## src/rtl/contador_param.sv

```systemverilog
// contador_param: parametrised up/down modulo-N counter with parallel load, wrap/saturate
// mode and boundary flags. Optional prescaler when CONTADOR_PRESCALER_EN is defined.
module contador_param #(
  parameter int WIDTH    = 4,
  parameter int MODULO   = 2**WIDTH,
  parameter int PRESCALE = 1
) (
  input  logic             clk,
  input  logic             rst,
  input  logic             en,
  input  logic             up,
  input  logic             sat,
  input  logic             load,
  input  logic [WIDTH-1:0] load_val,
  output logic [WIDTH-1:0] Q,
  output logic             tc,
  output logic             ovf,
  output logic             unf,
  output logic             zero
);

  localparam logic [WIDTH:0]   LP_MOD    = (WIDTH+1)'(MODULO);
  localparam logic [WIDTH:0]   LP_LAST   = LP_MOD - (WIDTH+1)'(1);
  localparam logic [WIDTH-1:0] LP_LAST_Q = LP_LAST[WIDTH-1:0];
  localparam logic [WIDTH-1:0] LP_ONE_Q  = WIDTH'(1);

  generate
    if (WIDTH < 1 || MODULO < 2 || MODULO > 2**WIDTH || PRESCALE < 1) begin : g_badParams
      $error("contador_param: illegal WIDTH/MODULO/PRESCALE combination");
    end
  endgenerate

  logic [WIDTH-1:0] r_q;
  logic             r_ovf;
  logic             r_unf;
  logic             w_tick;
  logic             w_step;
  logic             w_atLast;
  logic             w_atZero;
  logic [WIDTH:0]   w_qExt;
  logic [WIDTH:0]   w_loadExt;
  logic [WIDTH-1:0] w_next;

  // Comparisons are done one bit wider so MODULO == 2**WIDTH is representable.
  assign w_qExt    = {1'b0, r_q};
  assign w_loadExt = {1'b0, load_val};
  assign w_atLast  = (w_qExt == LP_LAST);
  assign w_atZero  = (w_qExt == '0);
  assign w_step    = en & w_tick;

`ifdef CONTADOR_PRESCALER_EN
  localparam int PW = (PRESCALE > 1) ? $clog2(PRESCALE) : 1;
  localparam logic [PW-1:0] LP_PRE_LAST = PW'(PRESCALE - 1);

  logic [PW-1:0] r_pre;

  assign w_tick = (r_pre == LP_PRE_LAST);

  always_ff @(posedge clk) begin
    if (rst || load) begin
      r_pre <= '0;
    end else if (en) begin
      r_pre <= w_tick ? '0 : r_pre + PW'(1);
    end
  end
`else
  assign w_tick = 1'b1;
`endif

  always_comb begin
    w_next = r_q;
    if (load) begin
      w_next = (w_loadExt >= LP_MOD) ? LP_LAST_Q : load_val;
    end else if (w_step) begin
      if (up) begin
        w_next = w_atLast ? (sat ? r_q : '0) : r_q + LP_ONE_Q;
      end else begin
        w_next = w_atZero ? (sat ? '0 : LP_LAST_Q) : r_q - LP_ONE_Q;
      end
    end
  end

  // Boundary flags are single-cycle pulses recomputed every edge, so they never stick.
  always_ff @(posedge clk) begin
    if (rst) begin
      r_q   <= '0;
      r_ovf <= 1'b0;
      r_unf <= 1'b0;
    end else begin
      r_q   <= w_next;
      r_ovf <= ~load & w_step & up & w_atLast;
      r_unf <= ~load & w_step & ~up & w_atZero;
    end
  end

  assign Q    = r_q;
  assign ovf  = r_ovf;
  assign unf  = r_unf;
  assign zero = w_atZero;
  assign tc   = w_step & (up ? w_atLast : w_atZero);

endmodule

```

## config.mk

```make
export PLATFORM = sky130hd
export DESIGN_NAME = contador_param
export DESIGN_NICKNAME = d
export VERILOG_FILES = /design/src/rtl/contador_param.sv
export SDC_FILE = /design/constraint.sdc
export NUM_CORES = 1
export LEC_CHECK = 0
export ABC_AREA = 1
export CORE_AREA = 4 4 41 43
export CTS_CLUSTER_DIAMETER = 120
export CTS_CLUSTER_SIZE = 20
export DETAILED_ROUTE_END_ITERATION = 6
export DIE_AREA = 0 0 45 47
export HOLD_SLACK_MARGIN = 0.12
export PLACE_DENSITY = 0.69
export SYNTH_ARGS = -nofsm -noshare
export SYNTH_HDL_FRONTEND = slang
export SYNTH_SLANG_ARGS = --single-unit
```

## constraint.sdc

```tcl
create_clock -name clk -period 2.66 [get_ports clk]
set_clock_uncertainty 0.1 [all_clocks]
set_input_delay 0.532 -clock clk [delete_from_list [all_inputs] [get_ports clk]]
set_output_delay 0.532 -clock clk [all_outputs]
set_load 0.05 [all_outputs]
```

==> impl_metrics.ini, run 1 <==
[floorplan]
die_h_um = 47
pin_count = 18
start_util = 0.380
core_area_um2 = 1300
chipWidth_um = 45
rows = 13
die-area_um2 = 2120

[power]
seqPwrFrac = 0.324
cellPowerDensity_nw_per_um2 = 463
clkPwrFrac = 0.261
p_total_uw = 329
power_frac_comb = 0.415
ir_drop_uv = 347
p_switching_uw = 129
p_leak_uw = 0.000333
internal-power_uw = 200
swShare = 0.392

[clock_tree]
cts_setup_buffers = 0
cts_max_level = 1
clock-sinks = 6
clockBufferDepth = 2
cts_buffers = 3
cts_hold_buf = 0
path_clk_slew_ns = 0.04
cts_resized = 0
worst_skew_pair.late_latency_ns = 0.25
cts_tree = yes
clockRootBuffer = clkbuf_4

[sta]
rsz0062_at_grt = false
worst_slew_pin_slew_ns = 0.506
max_freq_mhz = 424
maxSlewViolCount = 0
period_share = 0.886
max_slew_margin = 0.662
hold_viol_final = 0
fin_ws_ns = 0.303
min_period_ns = 2.36
tns_ns = 0
holdWs_ns = 0.492
setup_viol = 0

[detailed_routing]
avgViaCountPerCell = 4.94
ant_nets = 0
drcViolationCount = 0
drt_wl_total_mm = 1.32
wl_per_cell_um = 11.3
drt_iter0_markers = 8
vias = 578
drt_pass1_iterations = 4

[worst_setup_path]
cpMaxStageDelayCell = clkdlybuf4s50_1
cp_cell_sequence = clkdlybuf4s50_1 -> inv_1 -> nand2_1 -> a21oi_2 -> buf_12
timing.rr.start = Q[0]$_SDFFE_PP0P_
r2r-end = Q[3]$_SDFFE_PP0P_
reg2reg_depth = 9
cp_max_fo = 7
critPathRequiredTime_ns = 2.03
worst-path-stages = 5
setup.worst_path.end = tc
cp_top_family = buffers and inverters
arrival_ns = 1.72
crit_type = in -> out
max_stage_delay_ns = 0.51
setup.worst_path.end_class = output port
worst-path-buf-inv = 3
regToRegSetupSlack_ns = 1.10
startpoint_type = input pin
startpoint = up

[layout]
final_nets = 116
fillers = 149
n_antenna_cell = 0
seq_area_um2 = 120
post_route_cells_drive_above_1_share = 0.137
multiInputGateArea_um2 = 324
area_delta_synth_final_pct = 44.1

[place]
gp_congestion = 0.839
pre_cts_slack_ns = 0.340
io_buffers = 17
dp_hpwl_mm = 1.02

[logic_synthesis]
synth.area.top_cells = dfxtp_1 24%, nand2_1 20%, nand3_1 9.1%
synth_top_area_share = 0.243
synth_top_cell_by_area = dfxtp_1
syn_inst = 83
seq_area_frac_synth = 0.243
ys_ff_latch = 6
syn-num-nets = 95
syn-cell-area_um2 = 494
synth_warnings = 0
synth.distinct_cells = 18
avgSynthCellArea_um2 = 5.95

[global_route]
antenna_found_initial = 0
grt_pass1_wl_mm = 2.14
overflow = 0
grt_usage = 0.145
grt_pass1_vias = 508
grt_max_degree = 10

[status]
status = completed

[worst_hold_path]
hold_path_startpoint = Q[3]$_SDFFE_PP0P_
hp-class = reg -> reg

[flow_run]
cap_violations = 0
[area by class of cell]
class / instances / share of cell area
sequential: 6 / 0.169
inverter: 13 / 0.0685
clock buffer: 3 / 0.0316
tap: 15 / 0.0264
timing repair buffer: 17 / 0.250
multi-input combinational: 63 / 0.455
[synthesized netlist by cell type (all sizes together)]
cell    count
a21oi       7
dfxtp       6
a31oi       1
nand3       9
nand4       4
o211ai      1
o21ai       1
buf         1
ha          2
nor2        9
inv        13
or2         2
nand2      27
[worst min path at each step]
| stage | to | slack, ns | cells after the start |
|---|---|---|---|
| detailed placement | Q[3]$_SDFFE_PP0P_ | 0.49 | 2 |
| CTS | Q[3]$_SDFFE_PP0P_ | 0.50 | 2 |
| floorplan | Q[3]$_SDFFE_PP0P_ | 0.49 | 1 |
| finish | Q[3]$_SDFFE_PP0P_ | 0.49 | 2 |
| global route | Q[3]$_SDFFE_PP0P_ | 0.54 | 2 |
| global placement | Q[3]$_SDFFE_PP0P_ | 0.48 | 2 |
[layer usage]
metal	vias to the layer above	part of all wire	track usage
met3	4	0.092	0.0651
met5	-	0	0
li1	306	-	-
met1	247	0.47	0.158
met4	0	0.016	0.0702
met2	21	0.43	0.240
[state kept, by name, indices dropped and copies added, names as in the netlist]
name  cells
Q         4
ovf       1
unf       1
[placed cells by master, fill, tap and decap left out]
cell / Yosys / final
nand2_4: 1 / 1
clkbuf_4: 0 / 3
inv_1: 12 / 12
a31oi_1: 1 / 1
nand4_1: 3 / 3
o21ai_0: 1 / 1
inv_2: 1 / 1
nand3_1: 9 / 9
nand2_1: 26 / 26
nor2_1: 8 / 8
a21oi_1: 5 / 4
nor2_2: 1 / 1
clkdlybuf4s50_1: 0 / 15
nand4_2: 1 / 1
or2_2: 2 / 2
o211ai_1: 1 / 1
a21oi_2: 2 / 3
buf_12: 0 / 1
ha_1: 2 / 2
buf_4: 0 / 1
dfxtp_1: 6 / 6
[power by group through the flow]
stage	logic, uW	registers, uW	clock network (uW)
floorplan	73.0	125	0
finish	137	107	85.9
global route	148	108	97.3
CTS	137	107	91.2
global placement	135	108	0
detailed placement	136	109	0
[through the flow]
step	area [um^2]	utilization	cells
floorplan	498	-	83
global placement	689	0.530	114
detailed placement	689	0.530	114
CTS	712	0.547	117
global route	712	0.547	117
finish	712	0.547	117
[worst reg2reg max path, delay by kind of cell, from the launching register on]
kind / cells / cell delay (ns)
AOI/OAI and AO/OA: 1 / 0.11
adders and majority gates: 1 / 0.27
buffers and inverters: 1 / 0.13
DFF: 1 / 0.42
and+or+nand+nor: 6 / 0.47
[kinds of logic (layout without fill, tap and decap cells)]
group	count (synthesis)	in the layout	synth area share
compound gates	10	10	0.124
fa+ha+maj	2	2	0.0506
buf+inv	14	33	0.109
flops	6	6	0.243
simple gates	51	51	0.473
(Power assumes the default switching activity.)
==> inputs of run 2 (changes only) <==
--- a/config.mk
+++ b/config.mk
@@ -6,13 +6,14 @@
 export NUM_CORES = 1
 export LEC_CHECK = 0
 export ABC_AREA = 1
-export CORE_AREA = 4 4 41 43
+export CORE_AREA = 3 3 40 42
 export CTS_CLUSTER_DIAMETER = 120
 export CTS_CLUSTER_SIZE = 20
 export DETAILED_ROUTE_END_ITERATION = 6
-export DIE_AREA = 0 0 45 47
+export DIE_AREA = 0 0 43 45
 export HOLD_SLACK_MARGIN = 0.12
 export PLACE_DENSITY = 0.69
+export SLEW_MARGIN = 20
 export SYNTH_ARGS = -nofsm -noshare
 export SYNTH_HDL_FRONTEND = slang
 export SYNTH_SLANG_ARGS = --single-unit
==> impl_metrics.ini, run 2 (same netlist as run 1, synthesis figures left out) <==
[sta]
max_freq_mhz = 427
max_slew_margin = 0.665
min_period_ns = 2.34
holdWs_ns = 0.497
maxSlewViolCount = 0
setup_viol = 0
hold_viol_final = 0
tns_ns = 0
rsz0062_at_grt = false
period_share = 0.880
worst_slew_pin_slew_ns = 0.502

[clock_tree]
cts_hold_buf = 0
cts_setup_buffers = 0
worst_skew_pair.late_latency_ns = 0.24
cts_buffers = 3
clock-sinks = 6
cts_max_level = 1
clockRootBuffer = clkbuf_4
cts_resized = 0
cts_tree = yes
clockBufferDepth = 2
path_clk_slew_ns = 0.04

[layout]
fin_util = 0.554
post_route_cells_drive_above_1_share = 0.137
final_cells = 117
final_common_cell = nand2_1
n_antenna_cell = 0
fillers = 125
mostFrequentLayoutCells = 26 x nand2_1, 15 x clkdlybuf4s50_1, 12 x inv_1
final_nets = 116
largest_reg_flops = 4
area_delta_synth_final_pct = 44.1

[floorplan]
die_h_um = 45
chipWidth_um = 43
pin_count = 18
die-area_um2 = 1940
core_area_um2 = 1280
start_util = 0.385
rows = 13

[worst_hold_path]
hp-class = reg -> reg

[worst_setup_path]
r2r-end = Q[3]$_SDFFE_PP0P_
cp_max_fo = 7
reg2reg_depth = 9
regToRegSetupSlack_ns = 1.07
startpoint = up
arrival_ns = 1.71
timing.rr.start = Q[0]$_SDFFE_PP0P_
setup.worst_path.end_class = output port
cpMaxStageDelayCell = clkdlybuf4s50_1
critPathRequiredTime_ns = 2.03
setup.worst_path.end = tc
cp_cell_sequence = clkdlybuf4s50_1 -> inv_1 -> nand2_1 -> a21oi_2 -> buf_12
startpoint_type = input pin
max_stage_delay_ns = 0.50
crit_type = in -> out

[global_route]
grt_pass1_vias = 515
grt_max_degree = 10
overflow = 0
antenna_found_initial = 0
grt_usage = 0.146
grt_pass1_wl_mm = 2.17

[detailed_routing]
drt_pass1_iterations = 4
drt_iter0_markers = 21
wl_per_cell_um = 10.6
drcViolationCount = 0
ant_nets = 0
drt_wl_total_mm = 1.24
avgViaCountPerCell = 4.83
vias = 565

[place]
io_buffers = 17
dp_hpwl_um = 990
post-place-cells = 114
gp_congestion = 0.795

[power]
ir_drop_uv = 310
p_leak_uw = 0.000333
cellPowerDensity_nw_per_um2 = 457

[status]
status = completed

[flow_run]
cap_violations = 0
-- run 2: cell counts in the layout (fill, tap and decap cells not counted) --
No cell type changed its count.
-- run 2: how the worst min path moves through the flow --
stage | startpoint | slack, ns | cells after the start | to
6_report | Q[3]$_SDFFE_PP0P_ | 0.50 | 2 | Q[3]$_SDFFE_PP0P_
5_1_grt | Q[3]$_SDFFE_PP0P_ | 0.53 | 2 | Q[3]$_SDFFE_PP0P_
4_1_cts | Q[3]$_SDFFE_PP0P_ | 0.49 | 2 | Q[3]$_SDFFE_PP0P_
3_5_place_dp | Q[3]$_SDFFE_PP0P_ | 0.48 | 2 | Q[3]$_SDFFE_PP0P_
3_3_place_gp | Q[3]$_SDFFE_PP0P_ | 0.48 | 2 | Q[3]$_SDFFE_PP0P_
2_1_floorplan | rst | 0.49 | 1 | Q[3]$_SDFFE_PP0P_
-- run 2: power breakdown --
group | switching (uW) | internal, uW
Sequential | 11.8 | 96.4
Combinational | 82.6 | 52.9
Clock | 30.8 | 50.9
Total | 125 | 200
-- run 2: cell type report --
cell class	instances	area, um^2	share of cell area
Sequential cell	6	120	0.169
Multi-Input combinational cell	63	324	0.455
Inverter	13	48.8	0.0685
Clock buffer	3	22.5	0.0316
Tap cell	15	18.8	0.0264
Timing Repair Buffer	17	178	0.250
-- run 2: worst max-delay path, delay by kind of cell --
family                 cells  cell delay (ns)
AND/OR/NAND/NOR            1             0.11
buffers and inverters      3             0.87
AO/OA/AOI/OAI              1             0.19
-- run 2: layer usage --
metal,GRT usage,part of all wire
met1,0.200,0.47
met2,0.228,0.47
met3,0.0518,0.054
met4,0.0181,0.0040
met5,0,0
-- run 2: per-stage QoR --
step | cell area, um^2 | worst slack [ns] | power [uW]
final | 712 | 0.320 | 325
after global routing | 712 | 0.236 | 348
after CTS | 712 | 0.325 | 329
after detailed placement | 689 | 0.344 | 245
after global placement | 689 | 0.367 | 244
after floorplan | 498 | 0.185 | 198
==> inputs of run 3 (changes only) <==
--- a/config.mk
+++ b/config.mk
@@ -6,13 +6,13 @@
 export NUM_CORES = 1
 export LEC_CHECK = 0
 export ABC_AREA = 1
-export CORE_AREA = 3 3 40 42
+export CORE_MARGIN = 3
+export CORE_UTILIZATION = 38
 export CTS_CLUSTER_DIAMETER = 120
 export CTS_CLUSTER_SIZE = 20
 export DETAILED_ROUTE_END_ITERATION = 6
-export DIE_AREA = 0 0 43 45
 export HOLD_SLACK_MARGIN = 0.12
-export PLACE_DENSITY = 0.69
+export PLACE_DENSITY = 0.73
 export SLEW_MARGIN = 20
 export SYNTH_ARGS = -nofsm -noshare
 export SYNTH_HDL_FRONTEND = slang
==> constraint.sdc (replaced) <==
create_clock -name clk -period 1.95 [get_ports clk]
set_clock_uncertainty 0.1 [all_clocks]
set_input_delay 0.39 -clock clk [delete_from_list [all_inputs] [get_ports clk]]
set_output_delay 0.39 -clock clk [all_outputs]
set_load 0.05 [all_outputs]
==> impl_metrics.ini, run 3 (same netlist as run 1, synthesis figures left out) <==
[layout]
post_route_cells_drive_above_1_share = 0.355
n_antenna_cell = 0
final_nets = 123
fin_util = 0.715
final_cells = 124
stdcell_area_um2 = 827
area_delta_synth_final_pct = 67.3
fillers = 92
mostFrequentLayoutCells = 22 x nand2_1, 13 x buf_4, 10 x inv_1
largest_reg_flops = 4
final_common_cell = nand2_1

[global_route]
grt_pass1_vias = 617
overflow = 0
grt_max_degree = 10
grt_pass1_wl_mm = 2.54
grt_usage = 0.182
antenna_found_initial = 0

[place]
post-place-cells = 117
gp_congestion = 0.868
dp_hpwl_mm = 1.08
pre_cts_slack_ns = 0.104
place_area_um2 = 738
io_buffers = 17

[worst_setup_path]
startpoint_type = flip-flop
cp_top_family = flip-flops
timing.rr.start = Q[1]$_SDFFE_PP0P_
cp_max_fo = 6
crit_top_cell = nand2_2
startpoint = Q[1]$_SDFFE_PP0P_
worst-path-buf-inv = 1
critPathRequiredTime_ns = 1.46
setup.worst_path.end_class = output port
cp_cell_sequence = ha_4 -> nand2_2 -> nor2_4 -> nand2_2 -> a21oi_4 -> buf_12
cpMaxStageDelayCell = dfxtp_4
crit_type = reg -> out
arrival_ns = 1.41
max_stage_delay_ns = 0.40

[floorplan]
start_util = 0.427
rows = 12
die_h_um = 42.1
core_area_um2 = 1160
pin_count = 18
die-area_um2 = 1770
chipWidth_um = 42.1

[power]
swShare = 0.400
ir_drop_uv = 371
power_frac_comb = 0.443
seqPwrFrac = 0.294
p_total_uw = 513
clkPwrFrac = 0.263
cellPowerDensity_nw_per_um2 = 620
p_leak_uw = 0.000387
p_switching_uw = 205
internal-power_uw = 308

[sta]
fin_ws_ns = 0.0493
min_period_ns = 1.90
setup_viol = 0
hold_viol_final = 0
max_slew_margin = 0.823
max_freq_mhz = 526
maxSlewViolCount = 0
worst_slew_pin_slew_ns = 0.265
period_share = 0.975

[status]
status = completed

[detailed_routing]
avgViaCountPerCell = 5.20
drt_pass1_iterations = 4
wl_per_cell_um = 12.2
vias = 645
ant_nets = 0
drcViolationCount = 0
drt_wl_total_mm = 1.51
drt_iter0_markers = 13

[clock_tree]
worst_skew_pair.late_latency_ns = 0.25
cts_tree = yes
clockRootBuffer = clkbuf_4
cts_buffers = 3
clockBufferDepth = 2
path_clk_slew_ns = 0.06
cts_max_level = 1
cts_hold_buf = 0
clock-sinks = 6

[flow_run]
cap_violations = 0

[worst_hold_path]
hold_path_startpoint = Q[3]$_SDFFE_PP0P_
hp-class = reg -> reg
==> run 3: cell types whose count changed in the layout (fill, tap and decap cells not counted), moves of 4 or more <==
cell	change
buf_4	+12
clkdlybuf4s50_1	-6
dfxtp_1	-4
nand2_1	-4
nand2_2	+4
==> run 3: worst register-to-register path, cell delays in order, from the launching register on <==
cell and delay, ns:
dfxtp_4 0.37, ha_4 0.18, or2_2 0.26, a31oi_1 0.18, nand2_1 0.10, a21oi_1 0.13
nor2_1 0.05
==> run 3: per-layer routing <==
| metal | track usage | routed length, um | vias to the layer above |
|---|---|---|---|
| li1 | - | - | 321 |
| met1 | 0.217 | 638 | 283 |
| met2 | 0.293 | 726 | 37 |
| met3 | 0.0300 | 105 | 4 |
| met4 | 0.124 | 38 | 0 |
| met5 | 0 | 0 | - |
==> run 3: stage by stage <==
step                TNS [ns]  hold slack (ns)
CTS                        0            0.450
finish                     0            0.450
floorplan                  0            0.345
detailed placement         0            0.443
global placement           0            0.428
global route         -0.0103            0.465
==> run 3: area by class of cell <==
cell class | instances | area, um^2 | area share
well taps | 14 | 17.5 | 0.0212
repair buffers | 24 | 228 | 0.275
inverters | 13 | 53.8 | 0.0651
multi-input cells | 63 | 372 | 0.449
flip-flops and latches | 6 | 130 | 0.157
clock buffers | 4 | 26.3 | 0.0318
==> run 3: timing repair <==
| item | 4_1_cts | 5_1_grt |
|---|---|---|
| resized for setup | 8 | 3 |
| endpoints found under the setup margin | 1 | 1 |
| setup buffers | 3 | 0 |
| endpoints found under the hold margin | 0 | 0 |
| pin swaps | 2 | 3 |
==> run 3: power by group through the flow <==
stage | combinational [uW] | sequential (uW) | clock, uW
2_1_floorplan | 106 | 172 | 0
3_3_place_gp | 203 | 150 | 0
3_5_place_dp | 206 | 150 | 0
4_1_cts | 222 | 150 | 138
5_1_grt | 245 | 152 | 143
6_report | 227 | 151 | 135
==> run 3: worst paths after layout <==
| kind | endpoint | cells past startpoint | slack, ns |
|---|---|---|---|
| hold / removal | Q[3]$_SDFFE_PP0P_ | 2 | 0.45 |
| hold reg to reg | Q[3]$_SDFFE_PP0P_ | 2 | 0.45 |
| setup / recovery | tc | 6 | 0.05 |
| setup reg to reg | Q[2]$_SDFFE_PP0P_ | 6 | 0.47 |
